$ cat config.mk
export PLATFORM = sky130hd
export DESIGN_NAME = mips_multicycle_ctrl
export DESIGN_NICKNAME = d
export VERILOG_FILES = /design/src/rtl/mips_ctrl_pkg.sv /design/src/rtl/mips_ctrl_outdec.sv /design/src/rtl/mips_multicycle_ctrl.sv
export SDC_FILE = /design/constraint.sdc
export NUM_CORES = 1
export LEC_CHECK = 0
export BUFFER_PORTS_ARGS = -buffer_cell sky130_fd_sc_hd__buf_2
export CAP_MARGIN = 20
export CORE_MARGIN = 4
export CORE_UTILIZATION = 47
export DETAILED_ROUTE_END_ITERATION = 12
export HOLD_SLACK_MARGIN = 0.12
export PLACE_DENSITY_LB_ADDON = 0.2
export SLEW_MARGIN = 20
export SYNTH_ARGS = -nofsm -noshare
export SYNTH_HDL_FRONTEND = slang
export SYNTH_SLANG_ARGS = --single-unit
$ cat constraint.sdc
create_clock -name clk -period 1.6 [get_ports clk]
set_input_delay 0.32 -clock clk [delete_from_list [all_inputs] [get_ports clk]]
set_output_delay 0.32 -clock clk [all_outputs]
set_load 0.05 [all_outputs]
$ cat src/rtl/mips_ctrl_pkg.sv
// Shared types and encodings for the multicycle MIPS main controller.
package mips_ctrl_pkg;

   typedef enum logic [3:0] {
      FETCH   = 4'd0,
      DECODE  = 4'd1,
      MEMADR  = 4'd2,
      MEMRD   = 4'd3,
      MEMWB   = 4'd4,
      MEMWR   = 4'd5,
      EXECUTE = 4'd6,
      ALUWB   = 4'd7,
      BRANCH  = 4'd8,
      IEXEC   = 4'd9,
      IWB     = 4'd10,
      JUMP    = 4'd11
   } state_t;

   localparam logic [5:0] OP_RTYPE = 6'b000000;
   localparam logic [5:0] OP_LW    = 6'b100011;
   localparam logic [5:0] OP_SW    = 6'b101011;
   localparam logic [5:0] OP_BEQ   = 6'b000100;
   localparam logic [5:0] OP_BNE   = 6'b000101;
   localparam logic [5:0] OP_ADDI  = 6'b001000;
   localparam logic [5:0] OP_SLTI  = 6'b001010;
   localparam logic [5:0] OP_ORI   = 6'b001101;
   localparam logic [5:0] OP_XORI  = 6'b001110;
   localparam logic [5:0] OP_J     = 6'b000010;

   localparam logic [2:0] ALUOP_ADD   = 3'b000;
   localparam logic [2:0] ALUOP_BEQ   = 3'b001;
   localparam logic [2:0] ALUOP_FUNCT = 3'b010;
   localparam logic [2:0] ALUOP_SLTI  = 3'b011;
   localparam logic [2:0] ALUOP_BNE   = 3'b100;
   localparam logic [2:0] ALUOP_ORI   = 3'b110;
   localparam logic [2:0] ALUOP_XORI  = 3'b111;

   localparam logic [1:0] SRCB_REG   = 2'b00;
   localparam logic [1:0] SRCB_FOUR  = 2'b01;
   localparam logic [1:0] SRCB_IMM   = 2'b10;
   localparam logic [1:0] SRCB_IMMSH = 2'b11;

   localparam logic [1:0] PCSRC_ALU    = 2'b00;
   localparam logic [1:0] PCSRC_ALUOUT = 2'b01;
   localparam logic [1:0] PCSRC_JUMP   = 2'b10;

   typedef struct packed {
      logic       iord;
      logic       mem_write;
      logic       ir_write;
      logic       reg_dst;
      logic       memto_reg;
      logic       reg_write;
      logic       alu_src_a;
      logic [1:0] alu_src_b;
      logic       ext_zero;
      logic [2:0] alu_op;
      logic [1:0] pc_src;
      logic       pc_en;
      logic       illegal_op;
   } ctrl_t;

   function automatic logic is_legal_op(input logic [5:0] op);
      case (op)
         OP_RTYPE, OP_LW, OP_SW, OP_BEQ, OP_BNE,
         OP_ADDI, OP_SLTI, OP_ORI, OP_XORI, OP_J: return 1'b1;
         default:                                 return 1'b0;
      endcase
   endfunction

   function automatic logic is_terminal(input state_t s);
      case (s)
         MEMWB, MEMWR, ALUWB, IWB, BRANCH, JUMP: return 1'b1;
         default:                                return 1'b0;
      endcase
   endfunction

endpackage

$ cat src/rtl/mips_ctrl_outdec.sv
// Combinational decoder from controller state (plus op/zero/mem_ready) to the control vector.
module mips_ctrl_outdec
   import mips_ctrl_pkg::*;
(
   input  state_t      state,
   input  logic [5:0]  op,
   input  logic        zero,
   input  logic        mem_rdy,
   output ctrl_t       ctrl
);

   always_comb begin
      ctrl = '0;
      case (state)
         FETCH: begin
            ctrl.alu_src_b = SRCB_FOUR;
            ctrl.ir_write  = mem_rdy;
            ctrl.pc_en     = mem_rdy;
         end
         DECODE: begin
            ctrl.alu_src_b  = SRCB_IMMSH;
            ctrl.illegal_op = ~is_legal_op(op);
         end
         MEMADR: begin
            ctrl.alu_src_a = 1'b1;
            ctrl.alu_src_b = SRCB_IMM;
         end
         MEMRD: ctrl.iord = 1'b1;
         MEMWB: begin
            ctrl.memto_reg = 1'b1;
            ctrl.reg_write = 1'b1;
         end
         MEMWR: begin
            ctrl.iord      = 1'b1;
            ctrl.mem_write = 1'b1;
         end
         EXECUTE: begin
            ctrl.alu_src_a = 1'b1;
            ctrl.alu_src_b = SRCB_REG;
            ctrl.alu_op    = ALUOP_FUNCT;
         end
         ALUWB: begin
            ctrl.reg_dst   = 1'b1;
            ctrl.reg_write = 1'b1;
         end
         BRANCH: begin
            ctrl.alu_src_a = 1'b1;
            ctrl.alu_src_b = SRCB_REG;
            ctrl.pc_src    = PCSRC_ALUOUT;
            if (op == OP_BNE) begin
               ctrl.alu_op = ALUOP_BNE;
               ctrl.pc_en  = ~zero;
            end else begin
               ctrl.alu_op = ALUOP_BEQ;
               ctrl.pc_en  = zero;
            end
         end
         IEXEC: begin
            ctrl.alu_src_a = 1'b1;
            ctrl.alu_src_b = SRCB_IMM;
            case (op)
               OP_SLTI: ctrl.alu_op = ALUOP_SLTI;
               OP_ORI: begin
                  ctrl.alu_op   = ALUOP_ORI;
                  ctrl.ext_zero = 1'b1;
               end
               OP_XORI: begin
                  ctrl.alu_op   = ALUOP_XORI;
                  ctrl.ext_zero = 1'b1;
               end
               default: ctrl.alu_op = ALUOP_ADD;
            endcase
         end
         IWB: ctrl.reg_write = 1'b1;
         JUMP: begin
            ctrl.pc_src = PCSRC_JUMP;
            ctrl.pc_en  = 1'b1;
         end
         default: ctrl = '0;
      endcase
   end

endmodule

$ cat src/rtl/mips_multicycle_ctrl.sv
// Multicycle MIPS main controller FSM: state register, next-state logic, strobe gating.
// Optional CTRL_RETIRE_CNT_EN adds a 32-bit retired-instruction counter output.
module mips_multicycle_ctrl
   import mips_ctrl_pkg::*;
#(
   parameter bit MEM_WAIT_EN_DEFAULT = 1'b1
) (
   input  logic       clk,
   input  logic       reset_n,
   input  logic [5:0] op,
   input  logic       zero,
   input  logic       mem_ready,
   output logic       IorD,
   output logic       MemWrite,
   output logic       IRWrite,
   output logic       RegDst,
   output logic       MemtoReg,
   output logic       RegWrite,
   output logic       ALUSrcA,
   output logic [1:0] ALUSrcB,
   output logic       ExtZero,
   output logic [2:0] ALUOp,
   output logic [1:0] PCSrc,
   output logic       PCEn,
   output logic       illegal_op
`ifdef CTRL_RETIRE_CNT_EN
   ,
   output logic [31:0] retired
`endif
);

   state_t state;
   state_t state_next;
   ctrl_t  ctrl;
   logic   mem_rdy;

   assign mem_rdy = MEM_WAIT_EN_DEFAULT ? mem_ready : 1'b1;

   always_ff @(posedge clk or negedge reset_n) begin
      if (!reset_n) state <= FETCH;
      else          state <= state_next;
   end

   always_comb begin
      state_next = FETCH;
      case (state)
         FETCH:  state_next = mem_rdy ? DECODE : FETCH;
         DECODE: begin
            case (op)
               OP_LW, OP_SW:                       state_next = MEMADR;
               OP_RTYPE:                           state_next = EXECUTE;
               OP_BEQ, OP_BNE:                     state_next = BRANCH;
               OP_ADDI, OP_SLTI, OP_ORI, OP_XORI:  state_next = IEXEC;
               OP_J:                               state_next = JUMP;
               default:                            state_next = FETCH;
            endcase
         end
         MEMADR:  state_next = (op == OP_SW) ? MEMWR : MEMRD;
         MEMRD:   state_next = mem_rdy ? MEMWB : MEMRD;
         MEMWR:   state_next = mem_rdy ? FETCH : MEMWR;
         EXECUTE: state_next = ALUWB;
         IEXEC:   state_next = IWB;
         default: state_next = FETCH;
      endcase
   end

   mips_ctrl_outdec u_outdec (
      .state   (state),
      .op      (op),
      .zero    (zero),
      .mem_rdy (mem_rdy),
      .ctrl    (ctrl)
   );

   // Strobes are gated by reset_n so a reset mid-access drops them without waiting for a clock.
   assign MemWrite   = ctrl.mem_write & reset_n;
   assign IRWrite    = ctrl.ir_write  & reset_n;
   assign RegWrite   = ctrl.reg_write & reset_n;
   assign PCEn       = ctrl.pc_en     & reset_n;
   assign IorD       = ctrl.iord;
   assign RegDst     = ctrl.reg_dst;
   assign MemtoReg   = ctrl.memto_reg;
   assign ALUSrcA    = ctrl.alu_src_a;
   assign ALUSrcB    = ctrl.alu_src_b;
   assign ExtZero    = ctrl.ext_zero;
   assign ALUOp      = ctrl.alu_op;
   assign PCSrc      = ctrl.pc_src;
   assign illegal_op = ctrl.illegal_op;

`ifdef CTRL_RETIRE_CNT_EN
   always_ff @(posedge clk or negedge reset_n) begin
      if (!reset_n)
         retired <= '0;
      else if (state_next == FETCH && is_terminal(state))
         retired <= retired + 32'd1;
   end
`endif

endmodule

==> results.sh, run 1 <==
export IMPL_root_buffer="clkbuf_4"
export IMPL_pre_cts_slack_ns=-0.296
export IMPL_start_util_pct=50.6
export IMPL_synth_top_area_share_pct=14.8
export IMPL_synth_edf_count=0
export IMPL_async_flop_share_pct=100
export IMPL_synth_flop_cell="dfrtp_1"
export IMPL_syn_area_per_cell_um2=6.88
export IMPL_synth_largest_area_cell="dfrtp_1"
export IMPL_yosysUniqueCellTypes=37
export IMPL_portBuffers=26
export IMPL_clk_path_buf_depth=2
export IMPL_die_h_um=45.9
export IMPL_error="[ERROR DPL-0038] Utilization greater than 100%, impossible to legalize"
export IMPL_netlist_area_um2=674
export IMPL_fp_row_count=13
export IMPL_postCtsSetupBuffers=11
export IMPL_ios=27
export IMPL_numCtsBuffers=3
export IMPL_ys_ff_latch=4
export IMPL_ctsHtreeMaxLevel=1
export IMPL_synthTopCellsByArea="dfrtp_1 15%, nand2b_1 7.4%, nor3_1 5.9%"
export IMPL_status="stopped before the end"
export IMPL_cts_hold_fix_buffers=1
export IMPL_ys_seq_area_share_pct=14.8
export IMPL_syn_nets=108
export IMPL_dp_hpwl_um=2230
export IMPL_cts_sinks=4
export IMPL_synthCells=98
export IMPL_die_w_um=45.9
export IMPL_finalWeightedCongestion=0.860
export IMPL_cts_resized=72
export IMPL_stop_stage="clock tree synthesis"
export IMPL_yosysWarnings=0
export IMPL_place_inst=167
-- stage by stage --
step | area (um2) | utilization, %
2_1_floorplan | 827 | -
3_3_place_gp | 1210 | 91.0
3_5_place_dp | 1210 | 91.0
-- synthesized netlist by cell type (3+ instances only) --
master	count
nand4b_1	3
nand2_1	3
dfrtp_1	4
nand2b_1	8
nor3_1	8
buf_2	4
inv_1	4
mux2i_1	3
o21ai_0	5
nor2_1	10
a21oi_1	7
clkbuf_1	5
nand3_1	3
nor2b_1	4
-- cell families after synthesis --
| kind of cell | share of synthesized area, % |
|---|---|
| xor gates and xnor gates | 2.60 |
| DFF | 14.8 |
| AOI/OAI and AO/OA | 27.6 |
| and+or+nand+nor | 42.5 |
| buffers and inverters | 7.98 |
| muxes | 4.45 |
==> run 2, diff against run 1 <==
- CORE_AREA: default -> 4 4 65 67
- CORE_MARGIN: 4 -> default
- CORE_UTILIZATION: 47 -> default
- DIE_AREA: default -> 0 0 69 71
- HOLD_SLACK_MARGIN: 0.12 -> default
- PLACE_DENSITY_LB_ADDON: 0.2 -> 0.15
==> run 2 against run 1 <==
Effect of this change:
- the flow now finishes, with violations (negative setup slack)
- synthesized area unchanged
- synthesized cell count unchanged
==> results.sh, run 2 <==
export IMPL_cp_data_arrival_time_ns=1.50
export IMPL_cellPowerDensity_nw_per_um2=1360
export IMPL_core_area_um2=3630
export IMPL_dr_pass1_iters=4
export IMPL_hold_path_class="in -> async"
export IMPL_fp_row_count=22
export IMPL_die_h_um=71
export IMPL_start_util_pct=18.6
export IMPL_critPathKind="reg -> out"
export IMPL_max_cap_violations=0
export IMPL_ctsHtreeMaxLevel=1
export IMPL_layout_cells_most_common="buf_4"
export IMPL_synth_largest_area_cell="dfrtp_1"
export IMPL_avgViaCountPerCell=4.70
export IMPL_syn_area_per_cell_um2=6.88
export IMPL_dieArea_um2=4900
export IMPL_clk_latency_ns=0.22
export IMPL_worst_ir_drop_vdd_v=0.000697
export IMPL_drt_total_wl_um=2880
export IMPL_portBuffers=26
export IMPL_layout_drive_gt1_share_pct=71.8
export IMPL_path_max_fanout=3
export IMPL_numCtsBuffers=3
export IMPL_largest_register="state"
export IMPL_drv_slew=0
export IMPL_startpoint_type="register"
export IMPL_gr_usage_all_layers_pct=11.5
export IMPL_antenna_found_initial=0
export IMPL_cts_sinks=4
export IMPL_largest_reg_flops=4
export IMPL_yosysWarnings=0
export IMPL_worstMarginPinSlew_ns=0.428
export IMPL_grt_pass1_wl_um=4680
export IMPL_finalWeightedCongestion=0.847
export IMPL_required_ns=1.28
export IMPL_status="finished, violations left"
export IMPL_final_antenna_net_count=0
export IMPL_worst_slack_ns=-0.216
export IMPL_fin_worst_skew_ns=0.00282
export IMPL_netlist_area_um2=674
export IMPL_vias=991
export IMPL_min_period_ns=1.82
export IMPL_cts_hold_fix_buffers=0
export IMPL_dp_hpwl_um=2140
export IMPL_root_buffer="clkbuf_8"
export IMPL_ys_seq_area_share_pct=14.8
export IMPL_fillCellCount=368
export IMPL_synth_flop_cell="dfrtp_1"
export IMPL_antenna_cells=0
export IMPL_place_inst=202
export IMPL_post_route_period_util_pct=114
export IMPL_clk_path_buf_depth=2
export IMPL_die_w_um=69
export IMPL_area_growth_pct=148
export IMPL_maxSlewHeadroom_pct=71.2
export IMPL_yosysUniqueCellTypes=37
export IMPL_cts_tree="built"
export IMPL_rsz0062_at_grt="true"
export IMPL_synth_most_common_cell="nor2_1"
export IMPL_p_leak_nw=0.699
export IMPL_syn_nets=108
export IMPL_violations="negative setup slack"
export IMPL_drt_initial_drc_count=37
export IMPL_fin_cells=211
export IMPL_remaining_drc_errors=0
export IMPL_grt_overflow=0
export IMPL_final_cell_mix="36 x buf_4, 24 x buf_6, 6 x nor3_4, 6 x buf_2"
export IMPL_final_cell_area_um2=1670
export IMPL_dpl_cell_area_um2=1260
export IMPL_grt_pass1_vias=1013
export IMPL_end_kind="output pin"
export IMPL_top_regs="state: 4 flops"
export IMPL_finalSetupViolCount=14
export IMPL_async_flop_share_pct=100
export IMPL_hold_violations=0
export IMPL_synthCells=98
export IMPL_final_nets=175
export IMPL_fmax_ghz=0.551
export IMPL_synth_edf_count=0
export IMPL_grt_max_degree=12
export IMPL_clk_pin_slew_worst_paths_ns=0.03
export IMPL_synth_common_cells="10 x nor2_1, 8 x nand2b_1, 8 x nor3_1"
export IMPL_synthTopCellsByArea="dfrtp_1 15%, nand2b_1 7.4%, nor3_1 5.9%"
export IMPL_wire_per_inst_um=13.6
export IMPL_synth_top_area_share_pct=14.8
export IMPL_ios=27
export IMPL_ys_ff_latch=4
[run 2: what timing repair did]
item / CTS / global route
endpoints found under the setup margin: 17 / 17
endpoints found under the hold margin: 0 / 0
pin swaps: 1 / 13
setup buffers: 4 / 2
cloned: 0 / 0
gates resized for setup: 56 / 34
[run 2: per-stage QoR]
stage / setup TNS, ns / utilization, % / setup slack (ns) / hold WS, ns / power (mW)
6_report: -1.67 / 46.1 / -0.216 / 0.00688 / 2.27
3_3_place_gp: -1.67 / 34.6 / -0.319 / 0.230 / 1.57
2_1_floorplan: -2.39 / - / -0.353 / 0.0244 / 1.08
3_5_place_dp: -1.54 / 34.6 / -0.271 / 0.233 / 1.58
4_1_cts: -1.85 / 42.1 / -0.214 / 0.00295 / 2.11
5_1_grt: -2.60 / 46.1 / -0.272 / 0.00992 / 2.40
[run 2: metal layers]
metal	vias up	share of wire (%)	wire [um]	GRT usage, %
met5	-	0	0	0
met4	0	2.0	59	4.12
met3	7	4.1	117	2.41
met2	25	54	1540	19.9
met1	465	40	1160	13.9
li1	494	-	-	-
[run 2: final cells by class]
| class | count | area (um2) | share of cell area [%] |
|---|---|---|---|
| clock buffers | 3 | 41.3 | 2.47 |
| multi-input cells | 81 | 811 | 48.4 |
| well taps | 48 | 60.1 | 3.59 |
| inverters | 4 | 15.0 | 0.897 |
| flip-flops and latches | 4 | 101 | 6.05 |
| repair buffers | 71 | 646 | 38.6 |
[run 2: logic make-up (layout without fill, tap and decap cells)]
logic type,after synthesis,after routing,share of synthesized area [%]
AOI/OAI and AO/OA,26,26,27.6
xor gates and xnor gates,2,2,2.60
buffers and inverters,13,78,7.98
DFF,4,4,14.8
muxes,3,3,4.45
and+or+nand+nor,50,50,42.5
[run 2: power breakdown]
| group | internal [mW] | leakage (nW) | switching [mW] |
|---|---|---|---|
| registers | 0.133 | 0.0517 | 0.0355 |
| clock network | 0.160 | 0.0216 | 0.0501 |
| logic | 0.892 | 0.626 | 1.00 |
| total | 1.18 | 0.699 | 1.09 |
[run 2: path summary, 6_finish.rpt]
kind                          start       end  slack, ns  cells past startpoint
max                        state[0]  ALUOp[1]      -0.22                      5
min                         reset_n  state[3]      0.007                      2
max reg2reg                state[2]  state[0]       0.12                      6
min reg2reg                state[3]  state[0]       0.66                      2
max in group asynchronous   reset_n  state[3]       1.47                      2
min in group clk              op[4]  state[1]       0.57                      5
[run 2: critical path, cell delays in order, from the launching register on]
cell     delay [ns]
dfrtp_1        0.38
nor2b_4        0.18
nand3_2        0.09
or3_4          0.38
o21ai_4        0.07
buf_6          0.17
(Power assumes the default switching activity.)
==> run 3, diff against run 2 <==
- PLACE_DENSITY: default -> 0.34
- PLACE_DENSITY_LB_ADDON: 0.15 -> default
==> run 3 against run 2 <==
Effect of this change:
- the flow still finishes with violations (negative setup slack)
- hold slack lost 0.0034 ns
- cell count grew 3.8%
- core utilization grew 1.2 points
- sequential power grew 5%
- first-iteration DRC count shrank 49%
- clock skew shrank 0.0018 ns
- total power grew 4.2%
- worst setup slack lost 0.010 ns
- combinational power grew 4%
- critical path type unchanged
- critical endpoint unchanged
==> results.sh, run 3 (synthesis results as in run 2) <==
export IMPL_power_mw=2.37
export IMPL_worstMarginPinSlew_ns=0.474
export IMPL_drv_slew=0
export IMPL_grt_max_degree=11
export IMPL_grt_pass1_wl_um=4860
export IMPL_cts_tree="built"
export IMPL_status="finished, violations left"
export IMPL_p_sw_mw=1.11
export IMPL_die_h_um=71
export IMPL_min_period_ns=1.83
export IMPL_final_nets=183
export IMPL_root_buffer="clkbuf_8"
export IMPL_final_cell_area_um2=1720
export IMPL_met3_usage_pct=1.70
export IMPL_finalSetupViolCount=17
export IMPL_cellPowerDensity_nw_per_um2=1380
export IMPL_end_kind="output pin"
export IMPL_drt_initial_drc_count=19
export IMPL_ctsHtreeMaxLevel=1
export IMPL_swShare_pct=46.9
export IMPL_use_met1_pct=14.4
export IMPL_largest_register="state"
export IMPL_cp_data_arrival_time_ns=1.51
export IMPL_largest_reg_flops=4
export IMPL_remaining_drc_errors=0
export IMPL_cts_sinks=4
export IMPL_pwr_share_comb_pct=83.5
export IMPL_layout_cells_most_common="buf_4"
export IMPL_drt_total_wl_um=2940
export IMPL_violations="negative setup slack"
export IMPL_layout_drive_gt1_share_pct=71.9
export IMPL_antenna_found_initial=0
export IMPL_gr_usage_all_layers_pct=11.9
export IMPL_wire_per_inst_um=13.4
export IMPL_critPathKind="reg -> out"
export IMPL_final_cell_mix="37 x buf_4, 27 x buf_6, 9 x buf_2"
export IMPL_clk_latency_ns=0.22
export IMPL_path_max_fanout=3
export IMPL_cts_hold_fix_buffers=0
export IMPL_hold_violations=0
export IMPL_dp_hpwl_um=2390
export IMPL_max_cap_violations=0
export IMPL_met2_usage_pct=21.5
export IMPL_power_frac_clock_pct=9.0
export IMPL_worst_slack_ns=-0.227
export IMPL_required_ns=1.28
export IMPL_startpoint_type="register"
export IMPL_final_antenna_net_count=0
export IMPL_ios=27
export IMPL_maxSlewHeadroom_pct=68.0
export IMPL_antenna_cells=0
export IMPL_clk_pin_slew_worst_paths_ns=0.03
export IMPL_grt_busiest_layer="met2"
export IMPL_die_w_um=69
export IMPL_internal_power_mw=1.26
export IMPL_dpl_cell_area_um2=1310
export IMPL_worst_ir_drop_vdd_v=0.000588
export IMPL_portBuffers=26
export IMPL_dr_pass1_iters=4
export IMPL_fmax_ghz=0.547
export IMPL_rsz0062_at_grt="true"
export IMPL_p_leak_nw=0.727
export IMPL_core_area_um2=3630
export IMPL_fin_worst_skew_ns=0.00101
export IMPL_numCtsBuffers=3
export IMPL_grt_overflow=0
export IMPL_fp_row_count=22
export IMPL_area_growth_pct=155
export IMPL_top_regs="state: 4 flops"
export IMPL_seqPwrFrac_pct=7.5
export IMPL_avgViaCountPerCell=4.66
export IMPL_hold_path_class="in -> async"
export IMPL_clk_path_buf_depth=2
export IMPL_vias=1021
export IMPL_dieArea_um2=4900
export IMPL_start_util_pct=18.6
export IMPL_grt_pass1_vias=1039
export IMPL_post_route_period_util_pct=114
export IMPL_finalWeightedCongestion=0.780
==> run 3: cell count changes in the layout (fill, tap and decap cells not counted), moves of 2 or more <==
cell | before | now
buf_12 | 0 | 2
nor2b_4 | 2 | 0
buf_6 | 24 | 27
buf_2 | 6 | 9
==> run 3: worst max-delay path, cell delays in order (launching register included) <==
cell and delay (ns):
dfrtp_2 0.43, nor2b_2 0.16, nand3_2 0.08, or3_4 0.39, o21ai_4 0.07, buf_6 0.17
==> run 3: path summary, 6_finish.rpt <==
| path | from | endpoint | slack (ns) | depth (start not counted) |
|---|---|---|---|---|
| min reg2reg | state[2] | state[3] | 0.66 | 2 |
| max reg2reg | state[1] | state[2] | 0.14 | 6 |
| min in group clk | mem_ready | state[0] | 0.57 | 4 |
| min | reset_n | state[1] | 0.003 | 2 |
| max | state[1] | ALUOp[1] | -0.23 | 5 |
| max in group asynchronous | reset_n | state[3] | 1.48 | 2 |
==> run 3: layout make-up <==
type,count,area (um2)
multi-input cells,81,772
inverters,4,15.0
clock buffers,3,41.3
well taps,48,60.1
flip-flops and latches,4,103
repair buffers,79,727
fillers,377,1920
==> run 3: metrics by stage <==
step	TNS (ns)	setup WS, ns	hold slack (ns)	utilization (%)	cells
5_1_grt	-3.04	-0.304	0.0188	47.3	219
3_5_place_dp	-1.41	-0.251	0.233	36.0	207
2_1_floorplan	-2.39	-0.353	0.0244	-	98
6_report	-2.06	-0.227	0.00343	47.3	219
3_3_place_gp	-1.41	-0.229	0.230	36.0	207
4_1_cts	-2.40	-0.231	0.00306	42.2	212
==> run 3: metal layers <==
metal	routed length, um	part of all wire, %	up-vias
met3	90	3.1	6
li1	-	-	510
met5	0	0	-
met4	40	1.4	0
met1	1260	43	481
met2	1550	53	24
==> run 3: power groups by stage <==
stage                     combinational (mW)  sequential (mW)  clock, mW
after floorplan                        0.909            0.167          0
after global placement                  1.44            0.171          0
after detailed placement                1.45            0.169          0
after CTS                               1.74            0.169      0.219
after global routing                    2.10            0.180      0.227
final                                   1.98            0.177      0.213
==> run 3: repair_timing <==
item / 4_1_cts / 5_1_grt
setup buffers: 2 / 7
setup endpoints to repair: 17 / 17
pin swaps: 4 / 12
gates resized for setup: 50 / 33
